==> config.mk <==
export PLATFORM = sky130hd
export DESIGN_NAME = median_scan_ctrl_flat
export DESIGN_NICKNAME = d
export VERILOG_FILES = /design/src/rtl/median_scan_ctrl_pkg.sv /design/src/rtl/median_scan_ctrl_if.sv /design/src/rtl/median_scan_ctrl_tap_gen.sv /design/src/rtl/median_scan_ctrl.sv /design/src/flat_wrapper.sv
export SDC_FILE = /design/constraint.sdc
export NUM_CORES = 1
export LEC_CHECK = 0
export CAP_MARGIN = 20
export CELL_PAD_IN_SITES_DETAIL_PLACEMENT = 0
export CELL_PAD_IN_SITES_GLOBAL_PLACEMENT = 1
export CORE_ASPECT_RATIO = 2
export CORE_MARGIN = 2
export CORE_UTILIZATION = 44
export CTS_CLUSTER_SIZE = 40
export DETAILED_ROUTE_END_ITERATION = 6
export PLACE_DENSITY = 0.88
export REMOVE_ABC_BUFFERS = 1
export SLEW_MARGIN = 30
export SYNTH_ARGS = -nofsm -noshare
export SYNTH_HDL_FRONTEND = slang
export SYNTH_SLANG_ARGS = --single-unit
==> constraint.sdc <==
create_clock -name clk -period 5 [get_ports clk]
set_input_delay 0.75 -clock clk [delete_from_list [all_inputs] [get_ports clk]]
set_output_delay 0.75 -clock clk [all_outputs]
set_load 0.05 [all_outputs]
==> src/rtl/median_scan_ctrl_pkg.sv <==
// Shared image geometry, FSM state type and 3x3 window tap constants for the median scan controller.
package median_pkg;

    localparam int unsigned IMWIDTH  = 240;
    localparam int unsigned IMHEIGHT = 180;

    // Majority threshold of the 9-tap binary window.
    localparam logic [3:0]  MAJORITY = 4'd5;
    localparam logic [3:0]  LAST_TAP = 4'd8;

    // Tap k sits at window column k%3 and row k/3; the neighbour offset is position minus one.
    localparam logic [1:0] TAP_COL [9] = '{2'd0, 2'd1, 2'd2, 2'd0, 2'd1, 2'd2, 2'd0, 2'd1, 2'd2};
    localparam logic [1:0] TAP_ROW [9] = '{2'd0, 2'd0, 2'd0, 2'd1, 2'd1, 2'd1, 2'd2, 2'd2, 2'd2};

    typedef enum logic [2:0] {
        IDLE,
        LOAD,
        TAP,
        FLUSH,
        EMIT,
        FIN
    } state_t;

endpackage

==> src/rtl/median_scan_ctrl_if.sv <==
// Pixel in/out streams and image RAM port of the median scan controller.
interface median_scan_ctrl_if;
    logic       pixInValid;
    logic       pixInReady;
    logic       pixIn;
    logic [7:0] memX;
    logic [7:0] memY;
    logic       memWrite;
    logic       memDataIn;
    logic       memDataOut;
    logic       pixOutValid;
    logic       pixOutReady;
    logic       pixOut;

    modport master (
        input  pixInValid, pixIn, memDataOut, pixOutReady,
        output pixInReady, memX, memY, memWrite, memDataIn, pixOutValid, pixOut
    );

    modport slave (
        output pixInValid, pixIn, memDataOut, pixOutReady,
        input  pixInReady, memX, memY, memWrite, memDataIn, pixOutValid, pixOut
    );
endinterface

==> src/rtl/median_scan_ctrl_tap_gen.sv <==
// Combinational neighbour address for tap k of the 3x3 window around (x,y), always clamped to the image.
// MEDIAN_BORDER_CLAMP_EN: clamped border taps count; otherwise they are flagged out of range (zero padding).
module median_tap_gen
    import median_pkg::*;
#(
    parameter int unsigned WIDTH  = IMWIDTH,
    parameter int unsigned HEIGHT = IMHEIGHT
) (
    input  logic [7:0] x,
    input  logic [7:0] y,
    input  logic [3:0] k,
    output logic [7:0] addr_x,
    output logic [7:0] addr_y,
    output logic       in_range
);
    localparam logic [9:0] W     = 10'(WIDTH);
    localparam logic [9:0] H     = 10'(HEIGHT);
    localparam logic [7:0] X_MAX = 8'(WIDTH - 1);
    localparam logic [7:0] Y_MAX = 8'(HEIGHT - 1);

    logic [3:0] k_sel;
    logic [1:0] col;
    logic [1:0] row;
    logic [9:0] nx;
    logic [9:0] ny;
    logic       in_x;
    logic       in_y;

    assign k_sel = (k > LAST_TAP) ? LAST_TAP : k;
    assign col   = TAP_COL[k_sel];
    assign row   = TAP_ROW[k_sel];

    // A -1 offset at coordinate 0 wraps to 10'h3ff, so one unsigned compare catches both borders.
    assign nx   = {2'b00, x} + {8'd0, col} - 10'd1;
    assign ny   = {2'b00, y} + {8'd0, row} - 10'd1;
    assign in_x = (nx < W);
    assign in_y = (ny < H);

    assign addr_x = in_x ? nx[7:0] : ((col == 2'd0) ? 8'd0 : X_MAX);
    assign addr_y = in_y ? ny[7:0] : ((row == 2'd0) ? 8'd0 : Y_MAX);

`ifdef MEDIAN_BORDER_CLAMP_EN
    assign in_range = 1'b1;
`else
    assign in_range = in_x & in_y;
`endif

endmodule

==> src/rtl/median_scan_ctrl.sv <==
// Loads a raster binary image into the 1-bit image RAM, then streams out its 3x3 majority-filtered image.
// Border handling is selected by MEDIAN_BORDER_CLAMP_EN (see median_tap_gen).
//   state | meaning
//   IDLE  | waiting for start
//   LOAD  | accepting input pixels, one RAM write per transfer
//   TAP   | issuing the 9 window reads for pixel (x,y)
//   FLUSH | accumulating the last tap's read data
//   EMIT  | presenting the majority result until accepted
//   FIN   | one-cycle done pulse
module median_scan_ctrl
    import median_pkg::*;
#(
    parameter int unsigned WIDTH  = IMWIDTH,
    parameter int unsigned HEIGHT = IMHEIGHT
) (
    input  logic                clk,
    input  logic                reset,
    input  logic                start,
    median_scan_ctrl_if.master  bus,
    output logic                busy,
    output logic                done
);
    localparam logic [7:0] X_MAX = 8'(WIDTH - 1);
    localparam logic [7:0] Y_MAX = 8'(HEIGHT - 1);

    state_t     state_q, state_d;
    logic [7:0] x_q, x_d;
    logic [7:0] y_q, y_d;
    logic [3:0] tap_q, tap_d;
    logic [3:0] count_q, count_d;
    logic       acc_q, acc_d;
    logic       ok_q;
    logic [7:0] tap_x;
    logic [7:0] tap_y;
    logic       tap_ok;
    logic       last_x;
    logic       last_y;

    median_tap_gen #(
        .WIDTH  (WIDTH),
        .HEIGHT (HEIGHT)
    ) u_tap_gen (
        .x        (x_q),
        .y        (y_q),
        .k        (tap_q),
        .addr_x   (tap_x),
        .addr_y   (tap_y),
        .in_range (tap_ok)
    );

    assign last_x = (x_q == X_MAX);
    assign last_y = (y_q == Y_MAX);

    always_ff @(posedge clk or negedge reset) begin
        if (!reset) begin
            state_q <= IDLE;
            x_q     <= 8'd0;
            y_q     <= 8'd0;
            tap_q   <= 4'd0;
            count_q <= 4'd0;
            acc_q   <= 1'b0;
            ok_q    <= 1'b0;
        end else begin
            state_q <= state_d;
            x_q     <= x_d;
            y_q     <= y_d;
            tap_q   <= tap_d;
            count_q <= count_d;
            acc_q   <= acc_d;
            ok_q    <= tap_ok;
        end
    end

    always_comb begin
        state_d = state_q;
        x_d     = x_q;
        y_d     = y_q;
        tap_d   = tap_q;
        count_d = count_q;
        acc_d   = (state_q == TAP);

        bus.pixInReady  = 1'b0;
        bus.memWrite    = 1'b0;
        bus.memDataIn   = 1'b0;
        bus.memX        = 8'd0;
        bus.memY        = 8'd0;
        bus.pixOutValid = 1'b0;
        bus.pixOut      = 1'b0;
        busy            = (state_q != IDLE);
        done            = 1'b0;

        // Read data of the tap issued last cycle lands here; out-of-range taps add nothing.
        if (acc_q) begin
            count_d = count_q + {3'd0, ok_q & bus.memDataOut};
        end

        case (state_q)
            IDLE: begin
                if (start) begin
                    state_d = LOAD;
                    x_d     = 8'd0;
                    y_d     = 8'd0;
                    tap_d   = 4'd0;
                    count_d = 4'd0;
                end
            end
            LOAD: begin
                bus.pixInReady = 1'b1;
                bus.memX       = x_q;
                bus.memY       = y_q;
                if (bus.pixInValid) begin
                    bus.memWrite  = 1'b1;
                    bus.memDataIn = bus.pixIn;
                    if (last_x) begin
                        x_d = 8'd0;
                        if (last_y) begin
                            y_d     = 8'd0;
                            state_d = TAP;
                        end else begin
                            y_d = y_q + 8'd1;
                        end
                    end else begin
                        x_d = x_q + 8'd1;
                    end
                end
            end
            TAP: begin
                bus.memX = tap_x;
                bus.memY = tap_y;
                if (tap_q == LAST_TAP) begin
                    state_d = FLUSH;
                end else begin
                    tap_d = tap_q + 4'd1;
                end
            end
            FLUSH: begin
                state_d = EMIT;
            end
            EMIT: begin
                bus.pixOutValid = 1'b1;
                bus.pixOut      = (count_q >= MAJORITY);
                if (bus.pixOutReady) begin
                    count_d = 4'd0;
                    tap_d   = 4'd0;
                    state_d = TAP;
                    if (last_x) begin
                        x_d = 8'd0;
                        if (last_y) begin
                            y_d     = 8'd0;
                            state_d = FIN;
                        end else begin
                            y_d = y_q + 8'd1;
                        end
                    end else begin
                        x_d = x_q + 8'd1;
                    end
                end
            end
            FIN: begin
                done    = 1'b1;
                state_d = IDLE;
            end
            default: begin
                state_d = IDLE;
            end
        endcase
    end

endmodule

==> src/flat_wrapper.sv <==
// flat-port wrapper written by rule: the top's interface ports become plain ports
module median_scan_ctrl_flat import median_pkg::*;
#(
    parameter int unsigned WIDTH  = IMWIDTH,
    parameter int unsigned HEIGHT = IMHEIGHT
)
  (clk, reset, start, busy, done, bus_pixInValid, bus_pixIn, bus_memDataOut, bus_pixOutReady, bus_pixInReady, bus_memX, bus_memY, bus_memWrite, bus_memDataIn, bus_pixOutValid, bus_pixOut);
  median_scan_ctrl_if bus_i ();
  input  logic clk;
  input  logic reset;
  input  logic start;
  output logic busy;
  output logic done;
  input wire logic [$bits(bus_i.pixInValid)-1:0] bus_pixInValid;
  input wire logic [$bits(bus_i.pixIn)-1:0] bus_pixIn;
  input wire logic [$bits(bus_i.memDataOut)-1:0] bus_memDataOut;
  input wire logic [$bits(bus_i.pixOutReady)-1:0] bus_pixOutReady;
  output wire logic [$bits(bus_i.pixInReady)-1:0] bus_pixInReady;
  output wire logic [$bits(bus_i.memX)-1:0] bus_memX;
  output wire logic [$bits(bus_i.memY)-1:0] bus_memY;
  output wire logic [$bits(bus_i.memWrite)-1:0] bus_memWrite;
  output wire logic [$bits(bus_i.memDataIn)-1:0] bus_memDataIn;
  output wire logic [$bits(bus_i.pixOutValid)-1:0] bus_pixOutValid;
  output wire logic [$bits(bus_i.pixOut)-1:0] bus_pixOut;
  assign bus_i.pixInValid = bus_pixInValid;
  assign bus_i.pixIn = bus_pixIn;
  assign bus_i.memDataOut = bus_memDataOut;
  assign bus_i.pixOutReady = bus_pixOutReady;
  assign bus_pixInReady = bus_i.pixInReady;
  assign bus_memX = bus_i.memX;
  assign bus_memY = bus_i.memY;
  assign bus_memWrite = bus_i.memWrite;
  assign bus_memDataIn = bus_i.memDataIn;
  assign bus_pixOutValid = bus_i.pixOutValid;
  assign bus_pixOut = bus_i.pixOut;
  median_scan_ctrl #(.WIDTH(WIDTH), .HEIGHT(HEIGHT)) u_core (.clk(clk), .reset(reset), .start(start), .bus(bus_i), .busy(busy), .done(done));
endmodule
==> impl_metrics.yaml, run 1 <==
cells_and_area:
  fin_area_um2: 3670
  drive_gt1_frac: 0.169
  antennaDiodeCount: 0
  fill_cells: 629
  syn2layout_area_growth_pct: 26.3
  nets: 436
cts:
  clock_sinks: 29
  root_buffer: "clkbuf_16"
  clk_pin_slew_worst_paths_ns: 0.05
  cts_tree: "built"
  cts_max_path_buffers: 2
  clk_latency_ns: 0.27
  cts_max_level: 2
  numCtsBuffers: 5
setup_path:
  critPathTopFamily: "compound AO/OA/AOI/OAI gates"
  crit_path_start_kind: "flip-flop"
  path_class: "flip-flop to output pin"
  required_ns: 4.25
  cp_num_buf_inv: 6
  critPathMaxStageDelay_ns: 0.37
  slowest_stage: "dfrtp_1"
  critPathMaxFanout: 8
  worstReg2RegStart: "u_core.tap_q[1]"
  reg2reg_setup_slack_ns: 1.19
  path_cells: "inv_1, ha_2, inv_2, o21ai_2, and2_4, inv_2, ha_4, nor2b_4, a211oi_2, ha_1, inv_1, ha_2, inv_2, fa_2, and2b_4, o311a_4, o21ai_4, a211oi_4, o41ai_4, or2_0, a22o_1, buf_12"
  cp_num_cells: 22
  rr_worst_depth: 21
  path_common_cell: "inv_2"
  cp.arrival_ns: 4.26
  cp-startpoint: "u_core.tap_q[1]"
  cp-end-kind: "output pin"
  reg2reg_to: "u_core.ok_q"
  critPathCapture: "bus_memX[1]"
floorplan:
  core_area_um2: 6520
  rows: 42
  dieArea_um2: 7310
  fp.dieH_um: 119
  chipWidth_um: 61.5
  start_util: 0.446
  io_pins: 30
detailed_routing:
  first_iter_violations: 101
  drc: 0
  final_antenna_net_count: 0
  drtPass1Iterations: 5
  drt-wirelength-per-cell_um: 15.0
  totalWireLength_um: 7090
  vias: 2606
  via_per_inst: 5.52
yosys:
  synthFlopType: "dfrtp_1"
  synthArstFlopShare: 1.00
  yosysUniqueCellTypes: 55
  syn_avg_cell_area_um2: 8.45
  synth-edff-count: 0
  yosysSeqAreaShare: 0.250
  synth-seq-cells: 29
  netlist_area_um2: 2910
  syn_inst: 344
  yosys_warnings: 0
timing:
  relSlewSlack: 0.442
  setup_violations: 1
  hold-worst-slack_ns: 0.551
  skew_ns: 0.00589
  hold_violations: 0
  post-route-min-period_ns: 5.01
  report.final.slew_viol_count: 0
  tightest_slew_ns: 0.830
  fin_crit_sh: 1.00
  setup_tns_ns: -0.0108
  fin_ws_ns: -0.0108
  rsz0062_at_grt: "yes"
  max_freq_mhz: 200
global_route:
  grt_pass1_wl_um: 11400
  grt_max_degree: 30
  antenna_found_initial: 0
  grt.overflow.total: 0
  grt_usage: 0.200
  grt_pass1_vias: 2530
pwr:
  leakagePower_nw: 1.65
  pwr_density_cell_nw_per_um2: 691
  power_w: 0.00254
  ir_drop_v: 0.000468
status:
  violations: "setup timing"
  outcome: "finished with violations"
placed_design:
  dp_hpwl_um: 5290
  gp_congestion: 0.845
  dpl-instance-area_um2: 3390
  numPortBuffers: 29
worst_hold_path:
  whs_path_depth: 2
  hold_path_class: "flip-flop to flip-flop"
run:
  cap_violations: 0
kinds of logic (layout without fill, tap and decap cells):
group / Yosys count / count (layout) / share of synthesized area
AOI/OAI and AO/OA: 82 / 82 / 0.208
xor gates and xnor gates: 21 / 21 / 0.0633
adders and majority gates: 45 / 45 / 0.199
buffers and inverters: 46 / 86 / 0.0624
DFF: 29 / 29 / 0.250
muxes: 6 / 6 / 0.0215
and+or+nand+nor: 115 / 115 / 0.196
worst min-delay path by stage:
stage | startpoint | endpoint
2_1_floorplan | reset | u_core.acc_q
3_3_place_gp | u_core.count_q[3] | u_core.count_q[3]
3_5_place_dp | u_core.count_q[3] | u_core.count_q[3]
4_1_cts | u_core.y_q[0] | u_core.y_q[0]
5_1_grt | u_core.y_q[0] | u_core.y_q[0]
6_report | u_core.count_q[3] | u_core.count_q[3]
flip-flops by register name, summed over array words and instances (netlist names):
name / cells
u_core.acc_q: 1
u_core.tap_q: 4
u_core.state_q: 3
u_core.x_q: 8
u_core.count_q: 4
u_core.ok_q: 1
u_core.y_q: 8
timing repair:
item	CTS	global route
setup buffers	4	2
gates resized for setup	6	16
pin swaps	8	6
gates cloned	0	0
hold buffers	0	0
setup endpoints to repair	8	16
cell usage after synthesis (all sizes together) (3+ instances only):
| master | n | share of area |
|---|---|---|
| clkbuf | 3 | 0.0039 |
| o31ai | 4 | 0.010 |
| and2 | 7 | 0.015 |
| nand3 | 10 | 0.017 |
| buf | 5 | 0.0095 |
| a22o | 10 | 0.030 |
| nor2b | 3 | 0.0065 |
| dfrtp | 29 | 0.25 |
| a21oi | 17 | 0.036 |
| nor3b | 3 | 0.0077 |
| o211ai | 3 | 0.0077 |
| nand2 | 31 | 0.040 |
| nor3 | 5 | 0.0086 |
| a31oi | 3 | 0.0065 |
| xnor2 | 14 | 0.042 |
| o21bai | 3 | 0.0077 |
| inv | 38 | 0.049 |
| o21ai | 21 | 0.039 |
| nor2 | 28 | 0.036 |
| mux2i | 4 | 0.014 |
| o21a | 4 | 0.010 |
| ha | 43 | 0.19 |
| xor2 | 7 | 0.021 |
| or2 | 8 | 0.017 |
| nand4 | 8 | 0.017 |
through the flow:
step	cells	worst slack (ns)	utilization
after global placement	459	0.101	0.521
after CTS	470	0.00242	0.551
final	472	-0.0108	0.564
after global routing	472	-0.228	0.564
after detailed placement	459	-0.0116	0.521
after floorplan	336	-0.407	-
cell usage in the layout, fill, tap and decap left out, types with 4 or more instances in the layout:
cell type / count
a21oi_1: 14
a22o_1: 10
and2_1: 6
buf_12: 9
buf_4: 19
clkbuf_16: 5
clkdlybuf4s50_1: 13
dfrtp_1: 29
ha_1: 40
inv_1: 35
mux2i_1: 4
nand2_1: 31
nand3_1: 10
nand4_1: 8
nor2_1: 28
nor3_1: 5
o21a_1: 4
o21ai_0: 18
or2_2: 4
xnor2_1: 13
xor2_1: 7
worst reg2reg max path: cells and delay by family, from the launching register on:
family	cells	cell delay, ns
simple gates	4	0.74
fa+ha+maj	5	1.10
flops	1	0.37
buf+inv	6	0.43
compound gates	6	1.06
layer usage:
| layer | part of all wire | routed length (µm) | vias to the layer above | track usage |
|---|---|---|---|---|
| met5 | 0 | 0 | - | 0 |
| met4 | 0.020 | 142 | 0 | 0.0638 |
| met3 | 0.026 | 185 | 14 | 0.0261 |
| met2 | 0.50 | 3570 | 49 | 0.329 |
| met1 | 0.45 | 3190 | 1261 | 0.261 |
| li1 | - | - | 1282 | - |
layout make-up:
cell class / count / area (µm²) / area share
well taps: 88 / 110 / 0.0300
multi-input cells: 269 / 2100 / 0.571
repair buffers: 41 / 453 / 0.123
flip-flops and latches: 29 / 726 / 0.198
inverters: 38 / 143 / 0.0388
clock buffers: 7 / 143 / 0.0388
report_power, final:
| part | internal [W] | total, W | switching [W] | leakage [nW] |
|---|---|---|---|---|
| clock | 0.000195 | 0.000292 | 0.0000971 | 0.0700 |
| sequential | 0.000277 | 0.000343 | 0.0000659 | 0.395 |
| combinational | 0.000837 | 0.00190 | 0.00107 | 1.19 |
| total | 0.00131 | 0.00254 | 0.00123 | 1.65 |
(Power assumes the default switching activity.)
==> run 2: changes to the inputs <==
--- a/config.mk
+++ b/config.mk
@@ -13,9 +13,11 @@
 export CORE_UTILIZATION = 44
 export CTS_CLUSTER_SIZE = 40
 export DETAILED_ROUTE_END_ITERATION = 6
+export GPL_TIMING_DRIVEN = 0
 export PLACE_DENSITY = 0.88
 export REMOVE_ABC_BUFFERS = 1
 export SLEW_MARGIN = 30
 export SYNTH_ARGS = -nofsm -noshare
 export SYNTH_HDL_FRONTEND = slang
 export SYNTH_SLANG_ARGS = --single-unit
+export TNS_END_PERCENT = 10
==> impl_metrics.yaml, run 2 (same netlist as run 1, synthesis figures left out) <==
setup_path:
  cp.arrival_ns: 4.34
  reg2reg_to: "u_core.ok_q"
  rr_worst_depth: 17
  worstReg2RegStart: "u_core.tap_q[2]"
  required_ns: 4.25
  crit_path_start_kind: "flip-flop"
  path_class: "flip-flop to output pin"
  cp-end-kind: "output pin"
  critPathMaxFanout: 9
  reg2reg_setup_slack_ns: 1.08
floorplan:
  core_area_um2: 6520
  io_pins: 30
  fp.dieH_um: 119
  rows: 42
  start_util: 0.446
  chipWidth_um: 61.5
  dieArea_um2: 7310
cts:
  cts_tree: "built"
  cts_max_level: 2
  root_buffer: "clkbuf_16"
  clock_sinks: 29
  cts_max_path_buffers: 2
  numCtsBuffers: 5
  clk_pin_slew_worst_paths_ns: 0.05
  clk_latency_ns: 0.27
  postCtsHoldBufs: 0
detailed_routing:
  first_iter_violations: 165
  final_antenna_net_count: 0
  vias: 2562
  drc: 0
  drtPass1Iterations: 4
  totalWireLength_um: 6810
  via_per_inst: 5.47
  drt-wirelength-per-cell_um: 14.6
timing:
  max_freq_mhz: 196
  setup_violations: 7
  relSlewSlack: 0.384
  post-route-min-period_ns: 5.09
  report.final.slew_viol_count: 0
  rsz0062_at_grt: "yes"
  fin_ws_ns: -0.0927
  fin_crit_sh: 1.02
  skew_ns: 0.00336
  tightest_slew_ns: 0.917
  hold-worst-slack_ns: 0.497
  hold_violations: 0
  setup_tns_ns: -0.563
global_route:
  grt_usage: 0.196
  antenna_found_initial: 0
  grt_max_degree: 30
  grt.overflow.total: 0
  grt_pass1_vias: 2489
  grt_pass1_wl_um: 11200
cells_and_area:
  fin_cells: 468
  antennaDiodeCount: 0
  drive_gt1_frac: 0.174
  syn2layout_area_growth_pct: 22.4
  top_regs: "u_core.x_q x8, u_core.y_q x8"
  final_cell_mix: "ha_1 (40), inv_1 (31), nand2_1 (31), nor2_1 (28), dfrtp_1 (28)"
  fill_cells: 659
  layout_commonest_cell: "ha_1"
  nets: 432
placed_design:
  dp_cells: 454
  numPortBuffers: 29
  dp_hpwl_um: 5140
  gp_congestion: 0.851
run:
  cap_violations: 0
pwr:
  ir_drop_v: 0.000500
  leakagePower_nw: 1.60
  pwr_density_cell_nw_per_um2: 693
worst_hold_path:
  hold_path_class: "input pin to asynchronous set/reset pin"
status:
  outcome: "finished with violations"
  violations: "setup timing"
## run 2: changes by cell type in the layout (fill, tap and decap cells not counted), moves of 2 or more
cell,delta
buf_12,-9
buf_4,-9
buf_6,+7
inv_1,-4
inv_2,+4
buf_2,+3
clkdlybuf4s18_2,+3
ha_2,-2
ha_4,+2
## run 2: where the power goes
group	total (W)	switching (W)	internal (W)
registers	0.000354	0.0000755	0.000278
logic	0.00182	0.00105	0.000770
clock network	0.000294	0.0000995	0.000195
total	0.00247	0.00122	0.00124
## run 2: what timing repair did
item                       4_1_cts  5_1_grt
pin swaps                        5       14
gates resized for setup         85       37
setup buffers                    5        2
cloned                           0        0
setup endpoints to repair       16       16
## run 2: worst max-delay path by stage
stage                    startpoint           to  depth (start not counted)
global route        u_core.tap_q[1]  bus_memX[3]                         21
CTS                 u_core.tap_q[0]  bus_memX[0]                         22
detailed placement  u_core.tap_q[1]  bus_memX[7]                         22
floorplan           u_core.tap_q[1]  bus_memX[4]                         20
global placement    u_core.tap_q[1]  bus_memX[7]                         22
finish              u_core.tap_q[2]  bus_memX[3]                         18
## run 2: layout make-up
class / count / area, µm² / share of cell area
clock buffers: 7 / 143 / 0.0401
inverters: 38 / 143 / 0.0401
multi-input cells: 269 / 2100 / 0.590
flip-flops and latches: 29 / 727 / 0.204
well taps: 88 / 110 / 0.0309
repair buffers: 37 / 335 / 0.0942
## run 2: through the flow
stage / power [W] / setup slack (ns) / cell area, µm² / util
floorplan: 0.00156 / -0.407 / 2870 / -
global placement: 0.00190 / -0.747 / 3270 / 0.502
detailed placement: 0.00195 / -0.800 / 3280 / 0.503
CTS: 0.00234 / -0.0901 / 3490 / 0.535
global route: 0.00264 / -0.275 / 3560 / 0.546
finish: 0.00247 / -0.0927 / 3560 / 0.546
## run 2: per-layer routing
metal	global-route usage	wire length, µm
met4	0.0625	149
met1	0.252	2960
met3	0.0337	226
met2	0.321	3470
met5	0	0
## run 2: worst max-delay path: stages (launching register included)
cell,delay (ns)
dfrtp_1,0.58
o21ai_2,0.09
and2_4,0.18
buf_4,0.12
ha_1,0.27
mux2i_1,0.07
or2_2,0.29
ha_1,0.19
inv_2,0.07
ha_4,0.14
inv_2,0.04
fa_2,0.34
and2b_4,0.27
o31a_1,0.18
xnor2_2,0.11
o41ai_4,0.58
nor4_1,0.12
a221o_1,0.29
buf_6,0.16
==> run 3: changes to the inputs <==
--- a/config.mk
+++ b/config.mk
@@ -11,11 +11,12 @@
 export CORE_ASPECT_RATIO = 2
 export CORE_MARGIN = 2
 export CORE_UTILIZATION = 44
+export CTS_BUF_LIST = sky130_fd_sc_hd__clkbuf_8 sky130_fd_sc_hd__clkbuf_16
 export CTS_CLUSTER_SIZE = 40
 export DETAILED_ROUTE_END_ITERATION = 6
-export GPL_TIMING_DRIVEN = 0
 export PLACE_DENSITY = 0.88
 export REMOVE_ABC_BUFFERS = 1
+export SKIP_CTS_REPAIR_TIMING = 1
 export SLEW_MARGIN = 30
 export SYNTH_ARGS = -nofsm -noshare
 export SYNTH_HDL_FRONTEND = slang
==> impl_metrics.yaml, run 3 (same netlist as run 1, synthesis figures left out) <==
status:
  outcome: "finished with violations"
  violations: "setup timing"
cts:
  root_buffer: "clkbuf_16"
  clk_pin_slew_worst_paths_ns: 0.05
  clock_sinks: 29
  cts_tree: "built"
  numCtsBuffers: 5
  cts_max_path_buffers: 2
  cts_max_level: 2
  clk_latency_ns: 0.27
floorplan:
  fp.dieH_um: 119
  io_pins: 30
  core_area_um2: 6520
  rows: 42
  start_util: 0.446
  chipWidth_um: 61.5
  dieArea_um2: 7310
setup_path:
  cp-end-kind: "output pin"
  required_ns: 4.25
  critPathMaxFanout: 8
  cp.arrival_ns: 4.29
  path_common_cell: "inv_2"
  crit_path_start_kind: "flip-flop"
  slowest_stage: "dfrtp_1"
  path_cells: "inv_1, ha_2, inv_2, o21ai_2, and2_4, ha_1, mux2i_1, or2_2, ha_1, inv_2, ha_4, inv_2, fa_2, and2b_4, o311a_4, o21ai_4, a211oi_4, o41ai_4, a21oi_4, a22o_1, buf_12"
  path_class: "flip-flop to output pin"
  critPathMaxStageDelay_ns: 0.37
detailed_routing:
  drtPass1Iterations: 6
  via_per_inst: 5.52
  drt-wirelength-per-cell_um: 14.9
  vias: 2593
  final_antenna_net_count: 0
  first_iter_violations: 94
  drc: 0
  totalWireLength_um: 7000
global_route:
  grt.overflow.total: 0
  antenna_found_initial: 0
  grt_pass1_wl_um: 11400
  grt_max_degree: 30
  grt_usage: 0.199
  grt_pass1_vias: 2522
timing:
  fin_ws_ns: -0.0371
  relSlewSlack: 0.444
  setup_tns_ns: -0.203
  report.final.slew_viol_count: 0
  tightest_slew_ns: 0.827
  fin_crit_sh: 1.01
  hold_violations: 0
  rsz0062_at_grt: "yes"
  setup_violations: 7
  hold-worst-slack_ns: 0.552
  max_freq_mhz: 199
  skew_ns: 0.00515
  post-route-min-period_ns: 5.04
worst_hold_path:
  hold_path_class: "flip-flop to flip-flop"
pwr:
  leakagePower_nw: 1.64
  pwr_density_cell_nw_per_um2: 690
  power_w: 0.00252
  ir_drop_v: 0.000502
cells_and_area:
  antennaDiodeCount: 0
  drive_gt1_frac: 0.165
  top_regs: "u_core.x_q x8, u_core.y_q x8"
  fin_area_um2: 3650
  syn2layout_area_growth_pct: 25.6
  nets: 434
  final_cell_mix: "ha_1 (40), inv_1 (34), nand2_1 (31), dfrtp_1 (29), nor2_1 (28)"
  layout_commonest_cell: "ha_1"
  fin_cells: 470
placed_design:
  dp_hpwl_um: 5290
  dp_cells: 459
  dpl-instance-area_um2: 3390
  numPortBuffers: 29
  gp_congestion: 0.845
run:
  cap_violations: 0
[run 3: cell types whose count changed in the layout (fill, tap and decap cells not counted), moves of 2 or more]
| cell | change |
|---|---|
| buf_12 | +9 |
| buf_4 | +7 |
| buf_6 | -7 |
| buf_2 | -3 |
| clkdlybuf4s18_2 | -3 |
| inv_1 | +3 |
| inv_2 | -2 |
[run 3: final cells by class]
type                            count  area, µm²
Fill cell                         633       2860
Multi-Input combinational cell    269       2090
Sequential cell                    29        726
Timing Repair Buffer               39        438
Inverter                           38        143
Clock buffer                        6        139
Tap cell                           88        110
Clock inverter                      1       3.75
[run 3: critical path, delay by kind of cell (launching register included)]
family	cells	cell delay, ns
flip-flops	1	0.37
multiplexers	1	0.10
adder cells (fa/ha/maj)	5	1.06
AO/OA/AOI/OAI	7	1.39
AND/OR/NAND/NOR	3	0.73
buffers and inverters	5	0.36
[run 3: routing by layer]
metal | wire (µm) | track usage
met1 | 3070 | 0.262
met2 | 3570 | 0.329
met3 | 239 | 0.0261
met4 | 123 | 0.0585
met5 | 0 | 0
[run 3: power by group]
part	switching, W	internal, W	total, W
sequential	0.0000668	0.000277	0.000344
combinational	0.00106	0.000830	0.00189
clock	0.0000971	0.000193	0.000290
[run 3: worst paths after layout]
kind | cells after the start | from | end | slack, ns
min in group asynchronous | 2 | reset | u_core.x_q[1] | 0.86
max reg2reg | 20 | u_core.tap_q[0] | u_core.ok_q | 1.15
min | 2 | u_core.count_q[3] | u_core.count_q[3] | 0.55
max | 21 | u_core.tap_q[0] | bus_memX[1] | -0.04
max in group asynchronous | 2 | reset | u_core.count_q[0] | 3.86
min reg2reg | 2 | u_core.count_q[3] | u_core.count_q[3] | 0.55
[run 3: metrics by stage]
step / worst slack, ns / utilization
2_1_floorplan: -0.407 / -
3_3_place_gp: 0.101 / 0.521
3_5_place_dp: -0.0116 / 0.521
4_1_cts: -0.303 / 0.542
5_1_grt: -0.201 / 0.561
6_report: -0.0371 / 0.561
==> variant (flow settings as in run 3) <==
`x_q` no longer has a reset.
--- a/src/rtl/median_scan_ctrl.sv
+++ b/src/rtl/median_scan_ctrl.sv
@@ -55,5 +55,4 @@
         if (!reset) begin
             state_q <= IDLE;
-            x_q     <= 8'd0;
             y_q     <= 8'd0;
             tap_q   <= 4'd0;
@@ -63,5 +62,4 @@
         end else begin
             state_q <= state_d;
-            x_q     <= x_d;
             y_q     <= y_d;
             tap_q   <= tap_d;
@@ -70,4 +68,8 @@
             ok_q    <= tap_ok;
         end
+    end
+
+    always_ff @(posedge clk) begin
+        x_q <= x_d;
     end
 
Check against the original RTL: same outputs for any inputs over 10 cycles, from zero or initial values and one cycle with reset low; that may be too few to reach the edited logic, so the function may still have changed.
==> variant against run 3 <==
- the run still ends with setup timing left
- routed wire length rose by 13%
- sequential cell count did not move
- total power rose by 4.2%
- worst setup slack got worse by 0.085 ns
- non-clock buffer count rose by 3
- area after synthesis rose by 4.9%
- maximum frequency fell by 1.7%
- cell area rose by 11%
- global-route usage rose by 0.74 points
==> variant: results <==
synthesis:
  syn-instance-count: 355
  async_reset_ff_frac: 0.724
  yosysSeqAreaShare: 0.251
  synth_common_cells: "ha_1, inv_1, nor2_1, dfrtp_1, nand2_1"
  synthAdderAreaFrac: 0.189
  synth-compound-area-share: 0.219
global_routing:
  grt.total_usage: 0.207
  grt_first_pass_wirelength_um: 12900
  grt_pass1_vias: 2726
hold_path:
  hp-class: "input pin to async pin"
placed_design:
  dp_hpwl_um: 5860
  placed_area_sq_mm: 0.00363
  gp_congestion: 0.922
finish:
  multi_input_gates: 277
  nFlopsAndLatches: 29
  n_all_buffers: 42
  layout.nets: 444
  multi_input_area_sq_mm: 0.00234
  inverters: 37
  nonClkBufAreaFrac: 0.135
power:
  leakage_nw: 1.77
  p_comb_mw: 1.95
  power.density_mw_per_mm2: 650
  p_int_mw: 1.35
status:
  status: "finished with violations"
  violations: "setup timing"
setup_path:
  path_max_fanout: 6
  slowest_stage: "o211ai_1"
  startpoint: "u_core.tap_q[1]"
timing:
  setup_ws_ns: -0.122
  fin_setup_tns_ns: -0.586
  relSlewSlack: 0.390
  setup_viol: 8
drt:
  dr_wl_met3_um: 295
  vias: 2766
-- variant: changes by cell type after synthesis, sizes merged, moves of 6 or more --
cell / delta
dfrtp: -8
or2: -6
a22o: -8
nor2b: +6
nand2: -10
edfxtp: +8
o21ai: -8
o32ai: +6
-- variant: worst max-delay path by stage --
stage | end | cells past startpoint | slack (ns)
after global placement | bus_memX[0] | 21 | 0.09
final | bus_memX[1] | 20 | -0.12
after detailed placement | bus_memX[1] | 21 | -0.11
after global routing | bus_memX[1] | 20 | -0.27
after floorplan | bus_memX[4] | 19 | -0.45
after CTS | bus_memX[1] | 21 | -0.43
-- variant: cell families after synthesis --
| family | after synthesis |
|---|---|
| AO/OA/AOI/OAI | 86 |
| XOR/XNOR | 24 |
| adder cells (fa/ha/maj) | 45 |
| buffers and inverters | 49 |
| flip-flops | 29 |
| multiplexers | 5 |
| AND/OR/NAND/NOR | 117 |
